**src/rtl/regfile_writer.sv**
```systemverilog
// Write-side controller for the 32x32 register file: sweeps the file to its
// initial state after reset, then drains buffered ALU/load results one per cycle.
module regfile_writer #(
   parameter int          DEPTH   = 4,
   parameter int          SP_REG  = 29,
   parameter logic [31:0] SP_INIT = 32'd252
) (
   input  logic        elk,
   input  logic        nrst,
   input  logic        alu_valid,
   output logic        alu_ready,
   input  logic [4:0]  alu_addr,
   input  logic [31:0] alu_data,
   input  logic        mem_valid,
   output logic        mem_ready,
   input  logic [4:0]  mem_addr,
   input  logic [31:0] mem_data,
   output logic        wr_en,
   output logic [4:0]  wr_addr,
   output logic [31:0] wr_data,
   output logic        init_done,
   output logic [31:0] busy_mask
);

   localparam int          AW       = $clog2(DEPTH);
   localparam logic [AW:0] FULL_CNT = (AW + 1)'(DEPTH);
   localparam logic [4:0]  SP_ADDR  = 5'(SP_REG);

   typedef enum logic {
      INIT,
      RUN
   } state_t;

   state_t            state;
   state_t            state_next;
   logic [4:0]        init_cnt;

   logic [4:0]        fifo_addr [DEPTH];
   logic [31:0]       fifo_data [DEPTH];
   logic [DEPTH-1:0]  entry_vld;
   logic [AW-1:0]     rd_ptr;
   logic [AW-1:0]     wr_ptr;
   logic [AW:0]       count;
   logic              out_is_result;

   logic              full;
   logic              mem_fire;
   logic              alu_fire;
   logic              push;
   logic              pop;
   logic [4:0]        push_addr;
   logic [31:0]       push_data;

   // Loads win over ALU results so at most one entry is pushed per cycle;
   // results aimed at r0 still handshake but never enter the queue.
   always_comb begin
      full      = (count == FULL_CNT);
      mem_ready = (state == RUN) && !full;
      alu_ready = (state == RUN) && !full && !mem_valid;
      mem_fire  = mem_valid && mem_ready;
      alu_fire  = alu_valid && alu_ready;
      push_addr = mem_fire ? mem_addr : alu_addr;
      push_data = mem_fire ? mem_data : alu_data;
      push      = (mem_fire || alu_fire) && (push_addr != 5'd0);
      pop       = (state == RUN) && (count != '0);
   end

   always_comb begin
      state_next = state;
      if ((state == INIT) && (init_cnt == 5'd31)) begin
         state_next = RUN;
      end
   end

   always_ff @(posedge elk) begin
      if (nrst) begin
         state <= INIT;
      end else begin
         state <= state_next;
      end
   end

   always_ff @(posedge elk) begin
      if (nrst) begin
         init_cnt <= 5'd1;
      end else if (state == INIT) begin
         init_cnt <= init_cnt + 5'd1;
      end
   end

   // Payload storage needs no reset; entry_vld and count say what is live.
   always_ff @(posedge elk) begin
      if (push) begin
         fifo_addr[wr_ptr] <= push_addr;
         fifo_data[wr_ptr] <= push_data;
      end
   end

   always_ff @(posedge elk) begin
      if (nrst) begin
         entry_vld <= '0;
         rd_ptr    <= '0;
         wr_ptr    <= '0;
         count     <= '0;
      end else begin
         if (pop) begin
            entry_vld[rd_ptr] <= 1'b0;
            rd_ptr            <= rd_ptr + AW'(1);
         end
         if (push) begin
            entry_vld[wr_ptr] <= 1'b1;
            wr_ptr            <= wr_ptr + AW'(1);
         end
         if (push && !pop) begin
            count <= count + (AW + 1)'(1);
         end else if (pop && !push) begin
            count <= count - (AW + 1)'(1);
         end
      end
   end

   // During INIT the write port walks r1..r31; in RUN it carries the FIFO head.
   always_ff @(posedge elk) begin
      if (nrst) begin
         wr_en         <= 1'b0;
         wr_addr       <= 5'd0;
         wr_data       <= 32'd0;
         init_done     <= 1'b0;
         out_is_result <= 1'b0;
      end else if (state == INIT) begin
         wr_en         <= 1'b1;
         wr_addr       <= init_cnt;
         wr_data       <= (init_cnt == SP_ADDR) ? SP_INIT : 32'd0;
         out_is_result <= 1'b0;
         if (init_cnt == 5'd31) begin
            init_done <= 1'b1;
         end
      end else if (pop) begin
         wr_en         <= 1'b1;
         wr_addr       <= fifo_addr[rd_ptr];
         wr_data       <= fifo_data[rd_ptr];
         out_is_result <= 1'b1;
      end else begin
         wr_en         <= 1'b0;
         out_is_result <= 1'b0;
      end
   end

   // Init sweep writes are not results, so they never mark a register busy.
   always_comb begin
      busy_mask = '0;
      for (int i = 0; i < DEPTH; i++) begin
         if (entry_vld[i]) begin
            busy_mask[fifo_addr[i]] = 1'b1;
         end
      end
      if (wr_en && out_is_result) begin
         busy_mask[wr_addr] = 1'b1;
      end
   end

endmodule

```
**config.mk**
```make
export PLATFORM = sky130hd
export DESIGN_NAME = regfile_writer
export DESIGN_NICKNAME = d
export VERILOG_FILES = /design/src/rtl/regfile_writer.sv
export SDC_FILE = /design/constraint.sdc
export NUM_CORES = 1
export LEC_CHECK = 0
export ABC_AREA = 1
export CORE_UTILIZATION = 58
export CTS_CLUSTER_SIZE = 25
export DETAILED_ROUTE_END_ITERATION = 8
export MAX_ROUTING_LAYER = met4
export PLACE_DENSITY = 0.85
export SLEW_MARGIN = 40
export SYNTH_ARGS = -nofsm -noshare
export SYNTH_HDL_FRONTEND = slang
export SYNTH_SLANG_ARGS = --single-unit
```
**constraint.sdc**
```tcl
create_clock -name elk -period 6.2 [get_ports elk]
set_input_delay 1.24 -clock elk [delete_from_list [all_inputs] [get_ports elk]]
set_output_delay 1.24 -clock elk [all_outputs]
set_load 0.005 [all_outputs]
```
After elaboration in Yosys (flattened, before gate mapping)

Memory sizes are Yosys's and may differ from the RTL's. A register that Yosys moved wholly into a read port is not among the register bits.
Index checks and enable logic that the tools add are counted.

Bits of input ports: 78
Memories: 2
Output and inout bits: 73
Flip-flop bits (word level): 57
RAM bits: 148

Add/subtract/negate cells: 5
Bitwise gates (word level): 8
Eq/ne operators: 4
Mux-type cells: 39
Reductions and logical operators: 27
$lt $le $gt $ge: 14

Memories:

| name      | depth | bits a word | read ports | clocked after Yosys merged registers in | write ports | line | source |
|---|---|---|---|---|---|---|---|
| fifo_data | 4     | 32          | 1          | 1                                       | 1           | 39   | `logic [31:0] fifo_data [DEPTH];` |
| fifo_addr | 4     | 5           | 5          | 1                                       | 1           | 38   | `logic [4:0] fifo_addr [DEPTH];` |

Operator list:

| kind                | count |
|---|---|
| $mux 32             | 8 |
| $or 32x32->32       | 4 |
| $lt 5x6->1 const B  | 5 |
| $demux 1 s5         | 5 |
| $ge 5x1->1 const B  | 5 |
| $logic_and 1x1->1   | 17 |
| $mux 5              | 3 |
| $mux 4              | 3 |
| $mux 1              | 11 |
| $eq 5x5->1 const B  | 2 |
| $mux 2              | 4 |
| $mux 8              | 1 |
| $lt 2x3->1 const B  | 2 |
| $mux 3              | 2 |
| $add 5x1->5 const B | 1 |
| $reduce_bool 5->1   | 1 |
| $add 2x1->2 const B | 2 |
| $and 4x4->4         | 1 |
| $demux 1 s2         | 2 |
| $ge 2x1->1 const B  | 2 |
| $logic_not 1->1     | 4 |
| $not 4->4           | 1 |
| $or 4x4->4          | 1 |
| $add 3x1->3 const B | 1 |
| 9 further kinds     | 9 |

Logic depth before layout (Yosys ltp)

Gate-level depths: netlist of the first run.

Depth in word-level cells: 13
Gate-level depth with buffers: 16

Least setup slack after synthesis of the first run

Ideal clock, no wire load.

Kind: input -> register
Start: input port mem_valid
End: memory fifo_addr[0][0], enable pin
Data arrival time: 2.577 ns
Slack: 3.232 ns
Cell stages on the path: 8
Required time: 5.808 ns
Path buffers: 0
Path through: nand3_4 > inv_2 > nand2_1 > nand2_1 > nor2_2 > nand2_2 > nand3_1 > inv_1

Elaborated cells between the ends (all ways): 10
Classes of those cells: 3 x mux; 7 x reduce/logical

RTL lines:

| what                         | line | source |
|---|---|---|
| start: declaration           | 14   | `input logic mem_valid,` |
| $logic_and 1x1->1            | 60   | `mem_fire = mem_valid && mem_ready;` |
| $mux 5                       | 62   | `push_addr = mem_fire ? mem_addr : alu_addr;` |
| via push_addr[2]             | 51   | `logic [4:0] push_addr;` |
| $reduce_bool 5->1            | 64   | `push = (mem_fire \|\| alu_fire) && (push_addr != 5'd0);` |
| $logic_and 1x1->1            | 64   |  |
| $mux 1                       | 93   | `if (push) begin` |
| $mux 1 (implied by the code) | 94   | `fifo_addr[wr_ptr] <= push_addr;` |
| end: declaration             | 38   |  |

The timed path passes the listed nets, and every way through them passes these cells.

Worst setup path in the final report of the first run

Start: input port mem_valid
End: memory fifo_data[0][28], enable pin

Elaborated cells between the ends (all ways): 10
Classes of those cells: 3 x mux; 7 x reduce/logical

RTL lines:

| what                         | line | source |
|---|---|---|
| $logic_and 1x1->1            | 60   |  |
| $mux 5                       | 62   |  |
| via push_addr[2]             | 51   |  |
| $reduce_bool 5->1            | 64   |  |
| $logic_and 1x1->1            | 64   |  |
| $mux 1                       | 93   |  |
| $mux 1 (implied by the code) | 95   | `fifo_data[wr_ptr] <= push_data;` |
| end: declaration             | 39   |  |

The timed path passes the listed nets, and every way through them passes these cells.

==> impl_results.md, run 1 <==
- Fraction of synthesis flops using an asynchronous set or reset pin: 0%
- Fraction of layout instances using a drive strength above 1: 5.00%
- Final GP Congestion: 0.954
- Number of levels the H-tree was split into: 1
- Worst Hold Slack: 0.477 ns
- Sequential element share of the synthesized area: 59.1%
- Worst hold path class: reg2reg
- Num CTS Buffers: 20
- Sequential cell area: 0.00561 sq mm
- Number of cell rows: 46
- Placed wire-length estimate: 17300 um
- Sum of routed wire length over all layers: 26400 um
- Clock Latency Late Sink: 0.49 ns
- Sum of negative setup slack: 0 ns
- Crit-path cells: clkdlybuf4s50_1 > nand3_4 > inv_2 > nand2_1 > nand2_1 > nor2_2 > nand2_2 > nand3_1 > inv_2 > buf_4
- Net count reported at finish: 1197
- Worst vdd ir: 0.255 mV
- Critical path startpoint category: input port
- Area growth from synthesis to layout: 24.1%
- Distinct cells, synth: 38
- Critical Setup Path Class: in2reg
- Capturing point of the worst reg2reg path: fifo_data[0][28]$_DFFE_PP_
- Antenna violation net count after detailed routing: 0
- TritonCTS clock tree: yes
- Post-place setup slack: 1.44 ns
- Vias in the first global route: 7691
- Routed via count divided by cell count: 6.08
- Critical path origin: mem_valid
- Clock root buffer: sky130_fd_sc_hd__clkbuf_16
- Top-area cell type share of the netlist area: 46.9%
- Final critical delay including setup and external delays: 4.16 ns
- Most common flop cell mapped by yosys: sky130_fd_sc_hd__edfxtp_1
- Data required time at the worst endpoint: 6.37 ns
- Largest net degree at the start of global routing: 76
- Synth area leader: sky130_fd_sc_hd__edfxtp_1
- Most frequent cell after synthesis: sky130_fd_sc_hd__nand2_1
- Die outline width: 130 um
- Most common library cells after synthesis: sky130_fd_sc_hd__nand2_1 (156), sky130_fd_sc_hd__edfxtp_1 (148), sky130_fd_sc_hd__nor2_1 (109), sky130_fd_sc_hd__o21ai_0 (103), sky130_fd_sc_hd__inv_1 (74)
- Slowest stage cell, crit path: sky130_fd_sc_hd__inv_2
- Max transition margin: 48.3%
- IO Port Bufs: 150
- Synth top area cells: sky130_fd_sc_hd__edfxtp_1 (47%), sky130_fd_sc_hd__dfxtp_1 (12%), sky130_fd_sc_hd__nand2_1 (6.2%), sky130_fd_sc_hd__o21ai_0 (5.4%), sky130_fd_sc_hd__nor2_1 (4.3%)
- Chip Height: 130 um
- Cells resized by post-CTS repair: 0
- Logic depth of the worst register-to-register path: 9
- Number of primary I/O pins: 151
- Run status: completed
- Crit path arrival time: 4.33 ns
- Max-Cap Viols: 0
- Count of final setup violators: 0
- Total die area: 0.0169 sq mm
- Cell area after technology mapping: 0.00948 sq mm
- Final Max Tran Viols: 0
- # diodes: 0
- Gate count of the mapped netlist: 968
- Static power due to leakage: 4.16 nW
- Yosys warns: 0
- Number of flip-flops and latches in the synthesized netlist: 206
- Setup repair after global routing missed its margin: no
- Sum of overflow across all layers after global routing: 0
- Setup slack of the critical path after layout: 2.04 ns
- # DRC: 0
- Final Hold Violating Endpoints: 0
- Area taken by multi-input logic gates: 0.00338 sq mm
- Average cell area after synthesis: 9.79 sq um
- Number of buffers inserted for hold repair after clock tree synthesis: 0
- Antenna violations before repair: 0
- Clock skew: 0.0149 ns
- Post-synth EDFFs: 148
- DRC marker count from the first detailed-route iteration: 669
- Overall via count from detail_route: 8123
- Core footprint: 0.0159 sq mm
- Termination of the worst setup path: fifo_data[0][28]$_DFFE_PP_
- Startpoint of the worst register-to-register path: state$_SDFFE_PP0P_
- First-pass iteration count of the detailed router: 5
- Largest stage delay on the critical path: 0.63 ns
- Global-route total usage across every layer: 33.1%
- Ratio of total power to cell area: 235 mW/mm^2
- CTS Buffer Depth: 3
- Setup slack of the worst register-to-register path: 2.64 ns
- Final critical-path share of the clock period: 67.1%
- Element type at the critical path end: flop
- Maximum achievable frequency: 0.240 GHz
- Worst-path fanout max: 42
- Final-layout fill cell count: 1101
- Clock-pin slew on the worst setup and hold paths: 0.06 ns
- Syn Nets: 1059
- Initial Util: 59.4%
- Post-CTS setup buffers: 0
- Number of clock sinks: 206
- Avg WL per Cell: 19.8 um
- Pin slew with the least headroom to its limit: 0.775 ns
- Wire length of the first global-routing pass: 41000 um
-- cells by family after synthesis --
kind of cell	after synthesis	share of synthesized area [%]
xor gates and xnor gates	2	0.185
DFF	206	59.1
AOI/OAI and AO/OA	277	18.3
and+or+nand+nor	348	15.4
adders and majority gates	13	1.80
buffers and inverters	122	5.20
-- worst max-delay path: cells and delay by family --
kind | cells | cell delay, ns
buffers and inverters | 4 | 2.05
AND/OR/NAND/NOR | 6 | 1.01
-- sequential cells by signal, indices dropped and copies added (netlist names), named ones only --
name,cells
fifo_data,128
wr_data,32
fifo_addr,20
init_cnt,5
wr_addr,5
entry_vld,4
count,3
rd_ptr,2
wr_ptr,2
out_is_result,1
state,1
wr_en,1
-- where the power goes --
part	internal, mW	total, mW	switching (mW)	leakage, nW
Sequential	1.48	1.48	0.00490	1.80
Combinational	0.0580	0.105	0.0474	2.06
Clock	0.676	1.17	0.494	0.308
Total	2.21	2.76	0.547	4.16
-- layer usage --
| metal | share of wire (%) | wire [um] | GRT usage, % |
|---|---|---|---|
| met1 | 40 | 10700 | 41.7 |
| met2 | 48 | 12600 | 52.9 |
| met3 | 8.1 | 2140 | 5.82 |
| met4 | 3.9 | 1040 | 14.7 |
| met5 | 0 | 0 | - |
-- worst min path at each step --
stage                                   startpoint                        to  slack [ns]  cells past startpoint
after floorplan           init_cnt[4]$_SDFFE_PP0N_  init_cnt[4]$_SDFFE_PP0N_        0.45                      2
after global placement    init_cnt[4]$_SDFFE_PP0N_  init_cnt[4]$_SDFFE_PP0N_        0.46                      2
after detailed placement  init_cnt[4]$_SDFFE_PP0N_  init_cnt[4]$_SDFFE_PP0N_        0.47                      2
after CTS                 init_cnt[4]$_SDFFE_PP0N_  init_cnt[4]$_SDFFE_PP0N_        0.48                      2
after global routing      init_cnt[4]$_SDFFE_PP0N_  init_cnt[4]$_SDFFE_PP0N_        0.51                      2
final                     init_cnt[4]$_SDFFE_PP0N_  init_cnt[4]$_SDFFE_PP0N_        0.48                      2
-- per-stage QoR --
step	instance area, sq um	total power [mW]	std cells	util [%]
after floorplan	9480	1.55	968	-
after global placement	11100	1.61	1300	69.8
after detailed placement	11100	1.61	1300	69.8
after CTS	11800	2.76	1336	73.7
after global routing	11800	2.83	1336	73.7
final	11800	2.76	1336	73.7
-- area by class of cell --
type	instances	share of cell area, %
Sequential cell	206	47.7
Clock inverter	8	0.553
Inverter	79	2.55
Timing Repair Buffer	159	13.3
Tap cell	216	2.30
Clock buffer	28	4.78
Multi-Input combinational cell	640	28.8
-- cell usage in the layout, fill, tap and decap left out, types with 8 or more instances in the layout --
cell type and n:
sky130_fd_sc_hd__clkinv_1 8, sky130_fd_sc_hd__o22ai_1 61, sky130_fd_sc_hd__nand2_1 156, sky130_fd_sc_hd__ha_1 12, sky130_fd_sc_hd__o221ai_1 15, sky130_fd_sc_hd__a32o_1 26
sky130_fd_sc_hd__o31ai_1 8, sky130_fd_sc_hd__inv_1 70, sky130_fd_sc_hd__nor3_1 20, sky130_fd_sc_hd__clkdlybuf4s50_1 150, sky130_fd_sc_hd__nor2_1 109, sky130_fd_sc_hd__o21ai_0 103
sky130_fd_sc_hd__edfxtp_1 148, sky130_fd_sc_hd__a31oi_1 11, sky130_fd_sc_hd__buf_4 9, sky130_fd_sc_hd__a21oi_1 40, sky130_fd_sc_hd__nand3_1 47, sky130_fd_sc_hd__clkbuf_16 21
sky130_fd_sc_hd__dfxtp_1 56
(Power assumes the default switching activity.)
==> run 2: changes to the inputs <==
--- a/config.mk
+++ b/config.mk
@@ -6,11 +6,11 @@
 export NUM_CORES = 1
 export LEC_CHECK = 0
 export ABC_AREA = 1
-export CORE_UTILIZATION = 58
+export CORE_UTILIZATION = 54
 export CTS_CLUSTER_SIZE = 25
 export DETAILED_ROUTE_END_ITERATION = 8
 export MAX_ROUTING_LAYER = met4
-export PLACE_DENSITY = 0.85
+export PLACE_DENSITY = 0.8
 export SLEW_MARGIN = 40
 export SYNTH_ARGS = -nofsm -noshare
 export SYNTH_HDL_FRONTEND = slang
==> constraint.sdc (replaced) <==
create_clock -name elk -period 3.87 [get_ports elk]
set_input_delay 0.774 -clock elk [delete_from_list [all_inputs] [get_ports elk]]
set_output_delay 0.774 -clock elk [all_outputs]
set_load 0.005 [all_outputs]
==> impl_results.md, run 2 (synthesized netlist as in run 1, its figures left out) <==
- Antenna violations before repair: 0 (unchanged)
- Sum of routed wire length over all layers: 25300 um (-4.3%)
- Worst-path fanout max: 12 (-71%)
- Num CTS Buffers: 20 (unchanged)
- Number of buffers inserted for hold repair after clock tree synthesis: 0 (unchanged)
- Register name with the most flops: fifo_data
- Ratio of total power to cell area: 376 mW/mm^2 (+60%)
- Final Max Tran Viols: 0 (unchanged)
- Clock Latency Late Sink: 0.49 ns (about the same)
- Setup repair after global routing missed its margin: no
- Startpoint of the worst register-to-register path: state$_SDFFE_PP0P_
- Routed via count divided by cell count: 5.90 (-3.0%)
- Overall via count from detail_route: 7970 (-1.9%)
- Post-CTS setup buffers: 0 (unchanged)
- Worst hold path class: reg2reg
- Amount of wire on met2 after detailed routing: 12300 um (-2.1%)
- IO Port Bufs: 150 (unchanged)
- Slowest stage cell, crit path: sky130_fd_sc_hd__dfxtp_1
- DRC marker count from the first detailed-route iteration: 840 (+26%)
- Pin slew with the least headroom to its limit: 0.747 ns (-0.0281 ns)
- Max transition margin: 50.2% (+1.9 points)
- Met3 wirelength from detailed routing: 1740 um (-19%)
- Most common cell after layout, fill and taps aside: sky130_fd_sc_hd__nand2_1
- CTS Buffer Depth: 3 (unchanged)
- Critical path origin: entry_vld[3]$_SDFF_PP0_
- Element type at the critical path end: primary output
- Antenna violation net count after detailed routing: 0 (unchanged)
- Overall power after layout: 4.45 mW (+61%)
- Metal-1 WL: 10500 um (-1.2%)
- Vias in the first global route: 7702 (+0.14%)
- Fraction of layout instances using a drive strength above 1: 5.51% (+0.51 points)
- Run status: completed
- Initial Util: 55.0% (-4.5 points)
- Global-route total usage across every layer: 28.8% (-4.4 points)
- Avg WL per Cell: 18.7 um (-5.4%)
- Core footprint: 0.0172 sq mm (+8.1%)
- Count of final setup violators: 0 (unchanged)
- Number of flip-flops in the largest register: 128 (unchanged)
- Number of cell rows: 48 (+4.3%)
- First-pass iteration count of the detailed router: 6 (+1)
- Clock skew: 0.0109 ns (-0.00405 ns)
- Sum of negative setup slack: 0 ns (unchanged)
- Biggest registers after layout: fifo_data x128, wr_data x32, fifo_addr x20
- Data required time at the worst endpoint: 3.10 ns (-3.27 ns)
- Most frequent cells in the layout: sky130_fd_sc_hd__nand2_1 (156), sky130_fd_sc_hd__clkdlybuf4s50_1 (150), sky130_fd_sc_hd__edfxtp_1 (148), sky130_fd_sc_hd__nor2_1 (109), sky130_fd_sc_hd__o21ai_0 (103)
- Family with the most delay on the worst path: buffers and inverters
- Clock root buffer: sky130_fd_sc_hd__clkbuf_16
- CP bufs+invs: 2 (-2)
- Top routing layer in use: met4
- Worst vdd ir: 0.326 mV (+28%)
- Chip Height: 134 um (+3.6%)
- Clock-pin slew on the worst setup and hold paths: 0.06 ns (about the same)
- Final GP Congestion: 0.981 (+2.9%)
- Static power due to leakage: 4.22 nW (+1.4%)
- # DRC: 0 (unchanged)
- Largest stage delay on the critical path: 0.59 ns (-0.04 ns)
- Wire length of the first global-routing pass: 39400 um (-3.9%)
- Max-Cap Viols: 0 (unchanged)
- Final critical delay including setup and external delays: 3.34 ns
- Cells resized by post-CTS repair: 0 (unchanged)
- Largest net degree at the start of global routing: 75 (-1.3%)
- Crit path arrival time: 2.57 ns (-1.76 ns)
- Final critical-path share of the clock period: 86.4%
- Maximum achievable frequency: 0.299 GHz
- Final-layout fill cell count: 1283 (+17%)
- Placed wire-length estimate: 16800 um (-2.7%)
- Critical path startpoint category: flop
- Number of clock sinks: 206 (unchanged)
- Area growth from synthesis to layout: 25.2%
- Die outline width: 134 um (+3.6%)
- Sum of overflow across all layers after global routing: 0 (unchanged)
- Net count reported at finish: 1203 (+0.50%)
- # diodes: 0 (unchanged)
- Critical Setup Path Class: reg2out
- Critical hold path startpoint: init_cnt[4]$_SDFFE_PP0N_
- Number of primary I/O pins: 151 (unchanged)
- Number of levels the H-tree was split into: 1 (unchanged)
- TritonCTS clock tree: yes
- Final Hold Violating Endpoints: 0 (unchanged)
- Crit-path cells: inv_1 > nor3_2 > nand2_1 > o221a_1 > o221ai_1 > clkdlybuf4s50_1
- Total die area: 0.0181 sq mm (+7.3%)
==> run 2: changes by cell type in the layout (fill, tap and decap cells not counted), sizes merged <==
cell      before  now
clkinvlp       0    3
clkinv        12    6
clkbuf        28   29
inv           74   76
buf            9   15
==> run 2: tightest hold or removal path, cell delays in order, from the launching register on <==
cell and delay [ns]:
sky130_fd_sc_hd__dfxtp_1 0.31, sky130_fd_sc_hd__inv_1 0.07, sky130_fd_sc_hd__a21oi_1 0.06
==> run 2: where the power goes <==
group          total, mW  internal [mW]  leakage, nW  switching (mW)
Clock               1.91           1.12        0.308           0.792
Sequential          2.37           2.37         1.80         0.00772
Combinational      0.166         0.0927         2.11          0.0732
Total               4.45           3.58         4.22           0.873
==> run 2: area by class of cell <==
type	instances	area (sq um)	area share, %
well taps	225	282	2.37
multi-input cells	640	3380	28.5
inverters	79	300	2.53
clock buffers	29	586	4.94
clock inverters	7	68.8	0.580
repair buffers	165	1640	13.8
flip-flops and latches	206	5610	47.3
==> run 2: path summary, 6_finish.rpt <==
kind	endpoint	depth (start not counted)	slack (ns)
worst max-delay path	busy_mask[7]	6	0.53
worst max register to register	count[2]$_SDFFE_PP0P_	13	1.29
worst min register to register	init_cnt[4]$_SDFFE_PP0N_	2	0.48
worst min-delay path	init_cnt[4]$_SDFFE_PP0N_	2	0.48
==> run 2: through the flow <==
stage	setup slack [ns]	instance area [sq um]	cells	utilization, %	hold WS (ns)
floorplan	1.37	9480	968	-	0.449
global placement	0.749	11200	1315	65.0	0.461
detailed placement	0.674	11200	1315	65.0	0.476
CTS	0.573	11900	1351	68.8	0.484
global route	0.438	11900	1351	68.8	0.513
finish	0.526	11900	1351	68.8	0.484
==> run 2: routing by layer <==
layer / GRT usage (%) / up-vias
met5: - / -
met4: 10.6 / 0
met3: 2.97 / 58
met2: 48.0 / 403
met1: 36.7 / 3716
li1: - / 3793
==> run 3: changes to the inputs <==
--- a/config.mk
+++ b/config.mk
@@ -6,11 +6,13 @@
 export NUM_CORES = 1
 export LEC_CHECK = 0
 export ABC_AREA = 1
-export CORE_UTILIZATION = 54
+export CELL_PAD_IN_SITES_DETAIL_PLACEMENT = 1
+export CELL_PAD_IN_SITES_GLOBAL_PLACEMENT = 1
+export CORE_UTILIZATION = 42
 export CTS_CLUSTER_SIZE = 25
 export DETAILED_ROUTE_END_ITERATION = 8
 export MAX_ROUTING_LAYER = met4
-export PLACE_DENSITY = 0.8
+export PLACE_DENSITY_LB_ADDON = 0.1
 export SLEW_MARGIN = 40
 export SYNTH_ARGS = -nofsm -noshare
 export SYNTH_HDL_FRONTEND = slang
==> impl_results.md, run 3 (synthesized netlist as in run 1, its figures left out) <==
- Cells resized by post-CTS repair: 0 (unchanged)
- Internal power: 3.78 mW (+5.6%)
- Sum of overflow across all layers after global routing: 0 (unchanged)
- DRC marker count from the first detailed-route iteration: 450 (-46%)
- Count of final setup violators: 0 (unchanged)
- Critical path startpoint category: flop
- Initial Util: 43.2% (-12 points)
- Net count reported at finish: 1209 (+0.50%)
- Routed via count divided by cell count: 5.76 (-2.4%)
- Element type at the critical path end: primary output
- Total die area: 0.0232 sq mm (+28%)
- Area taken by multi-input logic gates: 0.00338 sq mm (unchanged)
- Largest stage delay on the critical path: 0.57 ns (-0.02 ns)
- Global-route total usage across every layer: 27.1% (-1.7 points)
- Pin slew with the least headroom to its limit: 0.778 ns (+0.0310 ns)
- Number of clock sinks: 206 (unchanged)
- Clock root buffer: sky130_fd_sc_hd__clkbuf_16
- Most frequent cells in the layout: sky130_fd_sc_hd__nand2_1 (156), sky130_fd_sc_hd__clkdlybuf4s50_1 (150), sky130_fd_sc_hd__edfxtp_1 (148), sky130_fd_sc_hd__nor2_1 (109), sky130_fd_sc_hd__o21ai_0 (103)
- Slowest stage cell, crit path: sky130_fd_sc_hd__clkdlybuf4s50_1
- Worst hold path class: reg2reg
- Run status: finished, violations left
- Amount of wire on met2 after detailed routing: 14500 um (+18%)
- Max transition margin: 48.1% (-2.1 points)
- Sequential share of power: 50.0% (-3.3 points)
- Fraction of layout instances using a drive strength above 1: 6.43% (+0.93 points)
- Static power due to leakage: 4.31 nW (+2.1%)
- Final cell utilization of the core: 55.0% (-14 points)
- Critical Setup Path Class: reg2out
- Core footprint: 0.0220 sq mm (+27%)
- Top routing layer in use: met4
- Final GP Congestion: 0.988 (+0.72%)
- Most common cell after layout, fill and taps aside: sky130_fd_sc_hd__nand2_1
- CTS Buffer Depth: 3 (unchanged)
- Number of cell rows: 54 (+13%)
- Family with the most delay on the worst path: buffers and inverters
- Overall via count from detail_route: 8144 (+2.2%)
- CP bufs+invs: 3 (+1)
- Crit-path cells: buf_4 > inv_1 > nor3_2 > nand2_1 > o221a_1 > o221ai_1 > clkdlybuf4s50_1
- Final critical-path share of the clock period: 88.7% (+2.3 points)
- Antenna violation net count after detailed routing: 0 (unchanged)
- Max-Cap Viols: 0 (unchanged)
- Die outline width: 152 um (+13%)
- Area growth from synthesis to layout: 27.5%
- Number of buffers inserted for hold repair after clock tree synthesis: 0 (unchanged)
- Combinational group share of total power: 3.6% (about the same)
- Largest net degree at the start of global routing: 75 (unchanged)
- Ratio of total power to cell area: 393 mW/mm^2 (+4.6%)
- Avg WL per Cell: 21.0 um (+12%)
- Num CTS Buffers: 23 (+15%)
- TritonCTS clock tree: yes
- Clock Latency Late Sink: 0.52 ns (+0.03 ns)
- Metal-1 WL: 12600 um (+20%)
- Wire length of the first global-routing pass: 48100 um (+22%)
- Net switching power: 0.966 mW (+11%)
- Final Max Tran Viols: 0 (unchanged)
- Net Sw Frac: 20.4% (+0.76 points)
- Data required time at the worst endpoint: 3.10 ns (about the same)
- Sequential cell area: 0.00561 sq mm (unchanged)
- Violations in the final reports: design-rule violations
- # DRC: 9 (+9)
- Clock-pin slew on the worst setup and hold paths: 0.06 ns (about the same)
- # diodes: 0 (unchanged)
- Final Hold Violating Endpoints: 0 (unchanged)
- Worst-path fanout max: 12 (unchanged)
- Final critical delay including setup and external delays: 3.43 ns (+0.0875 ns)
- Sum of routed wire length over all layers: 29700 um (+18%)
- Number of primary I/O pins: 151 (unchanged)
- Final-layout fill cell count: 2417 (+88%)
- Post-CTS setup buffers: 0 (unchanged)
- Number of flip-flops in the largest register: 128 (unchanged)
- Chip Height: 152 um (+13%)
- Biggest registers after layout: fifo_data x128, wr_data x32, fifo_addr x20
- Setup repair after global routing missed its margin: no
- Sum of negative setup slack: 0 ns (unchanged)
- IO Port Bufs: 150 (unchanged)
- Maximum achievable frequency: 0.291 GHz (-2.5%)
- Met3 wirelength from detailed routing: 1570 um (-9.8%)
- Register name with the most flops: fifo_data
- Power share of the clock group: 46.4% (+3.4 points)
- Number of levels the H-tree was split into: 1 (unchanged)
- Worst vdd ir: 0.360 mV (+10%)
- Antenna violations before repair: 0 (unchanged)
- Placed wire-length estimate: 20100 um (+20%)
- Clock skew: 0.0123 ns (+0.00140 ns)
- Vias in the first global route: 8597 (+12%)
- First-pass iteration count of the detailed router: 6 (unchanged)
- Crit path arrival time: 2.66 ns (+0.09 ns)
## run 3: changes by cell type in the layout (fill, tap and decap cells not counted), moves of 2 or more
| cell | delta |
|---|---|
| sky130_fd_sc_hd__clkbuf_16 | +2 |
| sky130_fd_sc_hd__clkbuf_8 | -2 |
| sky130_fd_sc_hd__inv_6 | +2 |
| sky130_fd_sc_hd__clkbuf_1 | -3 |
| sky130_fd_sc_hd__clkinv_2 | +5 |
| sky130_fd_sc_hd__buf_4 | +2 |
| sky130_fd_sc_hd__bufinv_16 | +2 |
## run 3: per-layer routing
layer	GRT usage [%]	vias to the layer above
met5	-	-
met4	9.67	0
met1	33.3	3967
met2	45.8	298
li1	-	3812
met3	3.56	67
## run 3: cell type report
cell class	instances	area share, %
clock inverters	16	1.44
well taps	280	2.90
inverters	79	2.48
repair buffers	168	13.9
multi-input cells	640	28.0
clock buffers	26	4.94
flip-flops and latches	206	46.4
## run 3: per-stage QoR
| stage | instance area [sq um] | hold WS [ns] | power [mW] | cells | setup WS, ns |
|---|---|---|---|---|---|
| 6_report | 12100 | 0.482 | 4.75 | 1415 | 0.439 |
| 5_1_grt | 12100 | 0.512 | 4.89 | 1415 | 0.404 |
| 4_1_cts | 12100 | 0.487 | 4.80 | 1415 | 0.518 |
| 3_5_place_dp | 11300 | 0.468 | 2.59 | 1373 | 0.617 |
| 3_3_place_gp | 11300 | 0.460 | 2.59 | 1373 | 0.661 |
| 2_1_floorplan | 9480 | 0.449 | 2.48 | 968 | 1.37 |
## run 3: power groups by stage
stage	Clock [mW]	Sequential [mW]	Combinational, mW
3_3_place_gp	0	2.42	0.165
4_1_cts	2.26	2.37	0.172
6_report	2.20	2.38	0.170
5_1_grt	2.32	2.38	0.188
3_5_place_dp	0	2.42	0.171
2_1_floorplan	0	2.42	0.0565
## run 3: worst paths after layout
check | from | end | slack [ns] | cells after the start
worst max register to register | state$_SDFFE_PP0P_ | count[2]$_SDFFE_PP0P_ | 1.29 | 13
worst min register to register | init_cnt[4]$_SDFFE_PP0N_ | init_cnt[4]$_SDFFE_PP0N_ | 0.48 | 2
worst min-delay path | init_cnt[4]$_SDFFE_PP0N_ | init_cnt[4]$_SDFFE_PP0N_ | 0.48 | 2
worst max-delay path | entry_vld[3]$_SDFF_PP0_ | busy_mask[3] | 0.44 | 7
## run 3: worst min-delay path, cell delays in order, from the launching register on
cell                      delay, ns
sky130_fd_sc_hd__dfxtp_1       0.31
sky130_fd_sc_hd__inv_1         0.07
sky130_fd_sc_hd__a21oi_1       0.06
